==> config.mk <==
export PLATFORM = sky130hd
export DESIGN_NAME = pipo_load_arbiter
export DESIGN_NICKNAME = d
export VERILOG_FILES = /design/src/rtl/pipo_arb_pkg.sv /design/src/rtl/pipo_load_arbiter_pick.sv /design/src/rtl/pipo_load_arbiter.sv
export SDC_FILE = /design/constraint.sdc
export NUM_CORES = 1
export LEC_CHECK = 0
export CAP_MARGIN = 20
export CORE_MARGIN = 2
export CORE_UTILIZATION = 35
export CTS_BUF_LIST = sky130_fd_sc_hd__clkbuf_4 sky130_fd_sc_hd__clkbuf_8 sky130_fd_sc_hd__clkbuf_16
export DETAILED_ROUTE_END_ITERATION = 10
export PLACE_DENSITY = 0.75
export SLEW_MARGIN = 10
export SYNTH_ARGS = -nofsm -noshare
export SYNTH_HDL_FRONTEND = slang
export SYNTH_SLANG_ARGS = --single-unit
export TNS_END_PERCENT = 1
==> constraint.sdc <==
create_clock -name clk -period 2.3 [get_ports clk]
set_input_delay 0.46 -clock clk [delete_from_list [all_inputs] [get_ports clk]]
set_output_delay 0.46 -clock clk [all_outputs]
set_load 0.05 [all_outputs]
==> src/rtl/pipo_arb_pkg.sv <==
// Shared types and constants for the PIPO load arbiter and its round-robin picker.
// Latency: none (declarations only).
// Backpressure: none (declarations only).
//
// Contents:
//   arb_state_t   - arbiter FSM state encoding (IDLE, LOAD, HOLD)
//   DEF_*         - default parameter values for pipo_load_arbiter
//   clog2_min1()  - ceil(log2(value)) clamped to at least one bit
package pipo_arb_pkg;

   typedef enum logic [1:0] {
      IDLE = 2'd0,
      LOAD = 2'd1,
      HOLD = 2'd2
   } arb_state_t;

   localparam int DEF_N_REQ       = 4;
   localparam int DEF_WIDTH       = 4;
   localparam int DEF_HOLD_CYCLES = 2;

   // Index and counter widths must never collapse to zero bits, even when
   // only one value is representable (e.g. HOLD_CYCLES = 1 needs counter value 0).
   function automatic int clog2_min1(input int value);
      int bits;
      bits = 0;
      while ((1 << bits) < value) begin
         bits = bits + 1;
      end
      if (bits < 1) begin
         bits = 1;
      end
      return bits;
   endfunction

endpackage

==> src/rtl/pipo_load_arbiter_pick.sv <==
// Round-robin priority picker: first asserted request at or after ptr, with wrap.
// Latency: purely combinational, zero cycles.
// Backpressure: none; the caller decides when the result is consumed.
//
// Ports:
//   req   in  N_REQ  request levels
//   ptr   in  IDX_W  highest-priority index for this search
//   found out 1      at least one request is asserted
//   idx   out IDX_W  winning index (0 when found is low)
module rr_priority_pick #(
   parameter int N_REQ = 4,
   parameter int IDX_W = 2
) (
   input  logic [N_REQ-1:0] req,
   input  logic [IDX_W-1:0] ptr,
   output logic             found,
   output logic [IDX_W-1:0] idx
);

   logic [IDX_W-1:0] cand;

   // Walk candidates from the farthest (ptr+N_REQ-1) back to ptr itself, so the
   // nearest asserted request at or after ptr is the last assignment and wins.
   always_comb begin
      found = 1'b0;
      idx   = '0;
      cand  = '0;
      for (int k = N_REQ - 1; k >= 0; k--) begin
         cand = IDX_W'((int'(ptr) + k) % N_REQ);
         if (req[cand]) begin
            found = 1'b1;
            idx   = cand;
         end
      end
   end

endmodule

==> src/rtl/pipo_load_arbiter.sv <==
// Round-robin arbiter in front of a PIPO register: arbitrate, one-cycle load, hold ownership.
// Latency: grant/load_en one cycle after the request is sampled in IDLE; done HOLD_CYCLES later.
// Backpressure: none; a granted transaction always runs to completion, requests wait in IDLE.
//
// Ports:
//   clk        in  1            rising-edge clock
//   rst_n      in  1            asynchronous active-low reset
//   req        in  N_REQ        per-requester request level
//   req_data   in  N_REQ*WIDTH  requester i's word at [i*WIDTH +: WIDTH]
//   gnt        out N_REQ        registered one-hot grant (LOAD and HOLD)
//   load_en    out 1            PIPO load strobe, one cycle per grant
//   load_data  out WIDTH        winner word latched at arbitration, drives PIPO input
//   done       out N_REQ        pulse to the owner on its last HOLD cycle
//   busy       out 1            high during LOAD and HOLD
//   owner      out IDX_W        index of the current or most recent winner
module pipo_load_arbiter
   import pipo_arb_pkg::*;
#(
   parameter int N_REQ       = DEF_N_REQ,
   parameter int WIDTH       = DEF_WIDTH,
   parameter int HOLD_CYCLES = DEF_HOLD_CYCLES,
   localparam int IDX_W      = clog2_min1(N_REQ)
) (
   input  logic                   clk,
   input  logic                   rst_n,
   input  logic [N_REQ-1:0]       req,
   input  logic [N_REQ*WIDTH-1:0] req_data,
   output logic [N_REQ-1:0]       gnt,
   output logic                   load_en,
   output logic [WIDTH-1:0]       load_data,
   output logic [N_REQ-1:0]       done,
   output logic                   busy,
   output logic [IDX_W-1:0]       owner
);

   localparam int              CNT_W     = clog2_min1(HOLD_CYCLES);
   localparam logic [CNT_W-1:0] HOLD_LAST = CNT_W'(HOLD_CYCLES - 1);
   localparam logic [IDX_W-1:0] IDX_LAST  = IDX_W'(N_REQ - 1);

   arb_state_t       state;
   arb_state_t       state_nxt;
   logic [IDX_W-1:0] ptr;
   logic [IDX_W-1:0] ptr_nxt;
   logic [IDX_W-1:0] owner_nxt;
   logic [CNT_W-1:0] cnt;
   logic [CNT_W-1:0] cnt_nxt;
   logic [WIDTH-1:0] data_nxt;
   logic [N_REQ-1:0] gnt_nxt;
   logic [N_REQ-1:0] done_nxt;
   logic             load_en_nxt;
   logic             busy_nxt;

   logic             pick_found;
   logic [IDX_W-1:0] pick_idx;
   logic [WIDTH-1:0] pick_word;

   rr_priority_pick #(
      .N_REQ (N_REQ),
      .IDX_W (IDX_W)
   ) u_pick (
      .req   (req),
      .ptr   (ptr),
      .found (pick_found),
      .idx   (pick_idx)
   );

   function automatic logic [N_REQ-1:0] onehot(input logic [IDX_W-1:0] sel);
      logic [N_REQ-1:0] vec;
      vec      = '0;
      vec[sel] = 1'b1;
      return vec;
   endfunction

   // Word of the current arbitration winner; only consumed in IDLE.
   always_comb begin
      pick_word = '0;
      for (int i = 0; i < N_REQ; i++) begin
         if (pick_idx == IDX_W'(i)) begin
            pick_word = req_data[i*WIDTH +: WIDTH];
         end
      end
   end

   // Next-state logic. Every output is registered, so the *_nxt values describe
   // what the outputs must show during the cycle after the coming edge.
   always_comb begin
      state_nxt   = state;
      ptr_nxt     = ptr;
      owner_nxt   = owner;
      cnt_nxt     = cnt;
      data_nxt    = load_data;
      gnt_nxt     = '0;
      done_nxt    = '0;
      load_en_nxt = 1'b0;
      busy_nxt    = 1'b0;

      unique case (state)
         IDLE: begin
            if (pick_found) begin
               state_nxt   = LOAD;
               owner_nxt   = pick_idx;
               ptr_nxt     = (pick_idx == IDX_LAST) ? '0 : pick_idx + IDX_W'(1);
               data_nxt    = pick_word;
               gnt_nxt     = onehot(pick_idx);
               load_en_nxt = 1'b1;
               busy_nxt    = 1'b1;
            end
         end

         LOAD: begin
            state_nxt = HOLD;
            cnt_nxt   = HOLD_LAST;
            gnt_nxt   = onehot(owner);
            busy_nxt  = 1'b1;
            // A single-cycle hold makes the first HOLD cycle also the last one.
            if (HOLD_LAST == '0) begin
               done_nxt = onehot(owner);
            end
         end

         HOLD: begin
            if (cnt == '0) begin
               state_nxt = IDLE;
            end else begin
               cnt_nxt  = cnt - CNT_W'(1);
               gnt_nxt  = onehot(owner);
               busy_nxt = 1'b1;
               // Counter reaching 0 next cycle marks that cycle as the last hold cycle.
               if (cnt == CNT_W'(1)) begin
                  done_nxt = onehot(owner);
               end
            end
         end

         default: begin
            state_nxt = IDLE;
         end
      endcase
   end

   always_ff @(posedge clk or negedge rst_n) begin
      if (!rst_n) begin
         state     <= IDLE;
         ptr       <= '0;
         cnt       <= '0;
         owner     <= '0;
         load_data <= '0;
         gnt       <= '0;
         done      <= '0;
         load_en   <= 1'b0;
         busy      <= 1'b0;
      end else begin
         state     <= state_nxt;
         ptr       <= ptr_nxt;
         cnt       <= cnt_nxt;
         owner     <= owner_nxt;
         load_data <= data_nxt;
         gnt       <= gnt_nxt;
         done      <= done_nxt;
         load_en   <= load_en_nxt;
         busy      <= busy_nxt;
      end
   end

endmodule

### After elaboration in Yosys (flattened, before gate mapping)

Cells that the tools add are included.

| cells by class | value |
|---|---|
| add/subtract/negate cells | 5 |
| $lt $le $gt $ge | 8 |
| equal/unequal tests | 7 |
| mux-type cells | 38 |
| reductions and logical operators | 7 |

Operators by type and width:

| kind | number |
|---|---|
| $mux 4 | 7 |
| $lt 2x3->1 const B | 6 |
| $mux 1 | 14 |
| $mux 2 | 7 |
| $pmux 4 s3 | 1 |
| $bmux 1 s2 | 4 |
| $eq 2x2->1 const B | 3 |
| $pmux 2 s3 | 1 |
| $add 2x1->2 const B | 2 |
| $add 2x2->2 const B | 2 |
| $demux 1 s2 | 2 |
| $eq 2x1->1 const B | 2 |
| $ge 2x1->1 const B | 2 |
| $logic_not 2->1 | 2 |
| $ne 2x2->1 const B | 2 |
| $reduce_and 2->1 | 2 |
| $pmux 1 s3 | 1 |
| $logic_and 1x1->1 | 2 |
| $pmux 1 s2 | 1 |
| $reduce_bool 2->1 | 1 |
| $sub 1x1->1 const B | 1 |

| storage, ports and cells | value |
|---|---|
| flip-flop bits (word level) | 21 |
| input port bits | 22 |
| output and inout port bits | 16 |
| word-level logic and storage cells | 74 |

### Logic depth before layout (Yosys ltp)

| depth | value |
|---|---|
| word-level depth | 13 |
| mapped depth | 8 |
| depth with buffers taken out | 7 |

### Modules after synthesis

A second synthesis with hierarchy kept.

| unflattened totals | value |
|---|---|
| cell total of the unflattened synthesis | 113 |
| area, all modules | 1102.3 µm² |

By module, submodules not included:

| module | instances | cells each | area each (µm²) | seq. area each (µm²) |
|---|---|---|---|---|
| pipo_load_arbiter | 1 | 100 | 1024.7 | 525.5 |
| rr_priority_pick | 1 | 13 | 77.6 | 0.0 |

### Worst setup path after synthesis

No wires, ideal clock.

| timing path | value |
|---|---|
| path type | input port to flip-flop |
| start | input req[0] |
| end | register load_data[2] |
| setup time | 0.077 ns |
| arrival | 1.960 ns |
| data required time | 2.223 ns |
| path slack | 0.263 ns |
| stages | 7 |
| buffers on the path | 1 |
| cell sequence | nor2b_1 > o21a_1 > or3_1 > ha_1 > buf_1 > a221o_1 > a21oi_1 |

| between the ends | value |
|---|---|
| word-level cells in the longest chain between the ends | 11 |
| elaborated cells between the ends (all ways) | 25 |
| classes of those cells | eq/ne (3); mux (20); reduce/logical (2) |

Ends and longest elaborated chain:

| item | line | source |
|---|---|---|
| start: declaration | pipo_load_arbiter.sv:26 | `input logic [N_REQ-1:0] req,` |
| $bmux 1 s2 | pipo_load_arbiter_pick.sv:30 | `if (req[cand]) begin` |
| $mux 1 (implied by the code) | pipo_load_arbiter_pick.sv:30 |  |
| $mux 2 (4 in a row) | pipo_load_arbiter_pick.sv:30 |  |
| $logic_not 2->1 | pipo_load_arbiter.sv:78 | `if (pick_idx == IDX_W'(i)) begin` |
| $mux 4 (4 in a row) | pipo_load_arbiter.sv:78 |  |
| end signal: assignment | pipo_load_arbiter.sv:157 | `load_data <= data_nxt;` |
| end: declaration | pipo_load_arbiter.sv:30 | `output logic [WIDTH-1:0] load_data,` |

Parallel ways exist; a longest one is shown, timed or not. The select of a mux whose other input is x is not followed.
A chain may end at the register's enable or synchronous reset.

### Final worst setup path

| timing path | value |
|---|---|
| start | input req[2] |
| end | register load_data[2] |

The elaborated chain is that of the path after synthesis.

==> flow_metrics.tcl <==
set metrics [dict create \
    outcome "completed" \
    dp_hpwl_um 2010 \
    fin_nets 202 \
    crit_chain "clkdlybuf4s50_1, buf_4, or2b_1, a21oi_2, or3_4, ha_2, nand3b_1, a221o_1, a21oi_1" \
    start_util 0.368 \
    drive_gt1_frac 0.187 \
    fmaxAchievable_mhz 449 \
    drc 0 \
    ys_seq_area_frac 0.464 \
    synth_area_leaders "dfrtp_1, ha_1, a21oi_1" \
    synthArstFlopShare 1.00 \
    p_switching_mw 1.07 \
    syn-cell-area_mm2 0.00113 \
    cts_setup_buffers 0 \
    final_util 0.563 \
    path_buf_inv 2 \
    final.setup.worst_slack_ns 0.0749 \
    grt_max_degree 22 \
    ant_nets 0 \
    mostFrequentLayoutCells "clkdlybuf4s50_1, dfrtp_1, buf_4" \
    critPathArrivalTime_ns 2.46 \
    cp_slowest_stage_delay_ns 0.50 \
    clockPowerShare 0.078 \
    period_needed_ns 2.23 \
    synth_seq_cells 21 \
    cts_tree "yes" \
    finalMaxSlewViolations 0 \
    wl_per_cell_um 11.9 \
    irDropWorstVdd_mv 0.456 \
    numCtsBuffers 3 \
    grt_first_pass_wirelength_um 4100 \
    route.vias.total 1011 \
    io_buffers 37 \
    num_rows 20 \
    syn_inst 116 \
    clk_latency_ns 0.30 \
    multiInputGateArea_um2 587 \
    dp_slack_ns -0.326 \
    crit_type "input port to flop" \
    power_density_mw_per_mm2 1300 \
    clock_path_buffers 2 \
    final_cells 215 \
    power_frac_comb 0.646 \
    core_mm2 0.00308 \
    hp-class "input port to async pin" \
    p_sw_frac 0.475 \
    p_total_mw 2.26 \
    crit_fanout 5 \
    avgSynthCellArea_um2 9.77 \
    dr.pass1.iters 4 \
    final_common_cell "clkdlybuf4s50_1" \
    reg2regPathDepth 8 \
    fp.dieH_um 60.9 \
    slowest_stage "clkdlybuf4s50_1" \
    seq_area_um2 526 \
    die_w_um 60.9 \
    reg2reg_from "ptr[1]$_DFFE_PN0P_" \
    startpoint_type "input port" \
    clkSlewWorstSetupHoldPaths_ns 0.12 \
    cp.required_ns 2.53 \
    r2r_end "load_data[2]$_DFFE_PN0P_" \
    numPlacedInstances 211 \
    via_per_inst 4.70 \
    grt_pass1_vias 942 \
    r2r_slack_ns 0.35 \
    hold_viol 0 \
    num-fill-cells 277 \
    p_seq_frac 0.276 \
    fin_crit_sh 0.967 \
    place_congestion 0.740 \
    slew_headroom 0.664 \
    synth_top_area_cell "dfrtp_1" \
    yosys_warnings 0 \
    tns_ns 0 \
    finalWirelength_um 2560 \
    yosys.area.top_type_share 0.464 \
    area_growth_pct 53.0 \
    finalSetupViolations 0 \
    ios 38 \
    finClkSkew_ns 0.00877 \
    htreeDepth 1 \
    gr-total-overflow 0 \
    synth_edf_count 0 \
    dieArea_mm2 0.00371 \
    antenna_found_initial 0 \
    max-cap-violations 0 \
    dr.first_iter.drc_count 15 \
    syn_nets 146 \
    synth_cell_types 30 \
    p_leak_nw 0.776 \
    yosys_most_used_dff "dfrtp_1" \
    cts.sinks 21 \
    antennaDiodeCount 0 \
    root_buffer "clkbuf_4" \
    endpoint_kind "flop" \
    intPower_mw 1.19 \
    grt.total_usage 0.147 \
    worst_pin_slew_ns 0.503 \
    crit_family "compound AO/OA/AOI/OAI gates" \
]
-- cell type report --
cell class,count,area share
inverters,11,0.0238
multi-input cells,81,0.338
clock buffers,3,0.0130
clock inverters,1,0.00289
repair buffers,54,0.287
well taps,44,0.0317
flip-flops and latches,21,0.303
-- timing repair --
| item | in CTS | in global routing |
|---|---|---|
| hold buffers | 0 | 0 |
| endpoints found under the setup margin | 2 | 4 |
| resized for setup | 2 | 7 |
| hold endpoints to repair | 0 | 0 |
-- layer usage --
layer / vias up / wire (µm) / track usage
met5: - / 0 / 0
li1: 519 / - / -
met3: 4 / 114 / 0.0171
met2: 29 / 1260 / 0.250
met1: 459 / 1150 / 0.190
met4: 0 / 40 / 0.0621
-- power by group through the flow --
stage	registers [mW]	clock network (mW)	logic (mW)
CTS	0.619	0.182	1.44
global route	0.643	0.195	1.60
detailed placement	0.630	0	1.43
global placement	0.623	0	1.40
floorplan	0.988	0	0.603
finish	0.624	0.176	1.46
-- through the flow --
step | hold slack [ns] | instance area (µm²)
floorplan | 0.164 | 1130
global placement | 0.519 | 1670
detailed placement | 0.531 | 1670
CTS | 0.499 | 1700
global route | 0.509 | 1730
finish | 0.489 | 1730
-- cell usage after synthesis, drive strengths merged (2+ instances only) --
library cell   n
dfrtp         21
a21oi         16
nor2          15
inv           11
ha             8
nand2          8
a221o          4
a32oi          4
nand3b         4
buf            3
nor3           3
nor2b          2
o41ai          2
or2b           2
-- registers in the layout, summed over array words and instances (netlist names) --
signal	count
gnt	4
cnt	1
owner	2
load_en	1
ptr	2
done	4
state	2
busy	1
load_data	4
-- logic make-up after synthesis --
group                    count (synthesis)  synth area share
flip-flops                              21             0.464
buffers and inverters                   14            0.0530
multiplexers                             1           0.00993
AND/OR/NAND/NOR                         39             0.168
adder cells (fa/ha/maj)                  8            0.0883
AO/OA/AOI/OAI                           33             0.217
-- how the worst max path moves through the flow --
stage                start                  endpoint  slack [ns]  depth (start not counted)
floorplan           req[0]  load_data[2]$_DFFE_PN0P_        0.26                          7
global placement    req[2]  load_data[2]$_DFFE_PN0P_       -0.27                          9
detailed placement  req[2]  load_data[2]$_DFFE_PN0P_       -0.33                          9
CTS                 req[2]  load_data[2]$_DFFE_PN0P_        0.04                          9
global route        req[2]  load_data[2]$_DFFE_PN0P_     -0.0005                          9
finish              req[2]  load_data[2]$_DFFE_PN0P_        0.07                          9
No activity file was read; power rests on OpenSTA's default activity.
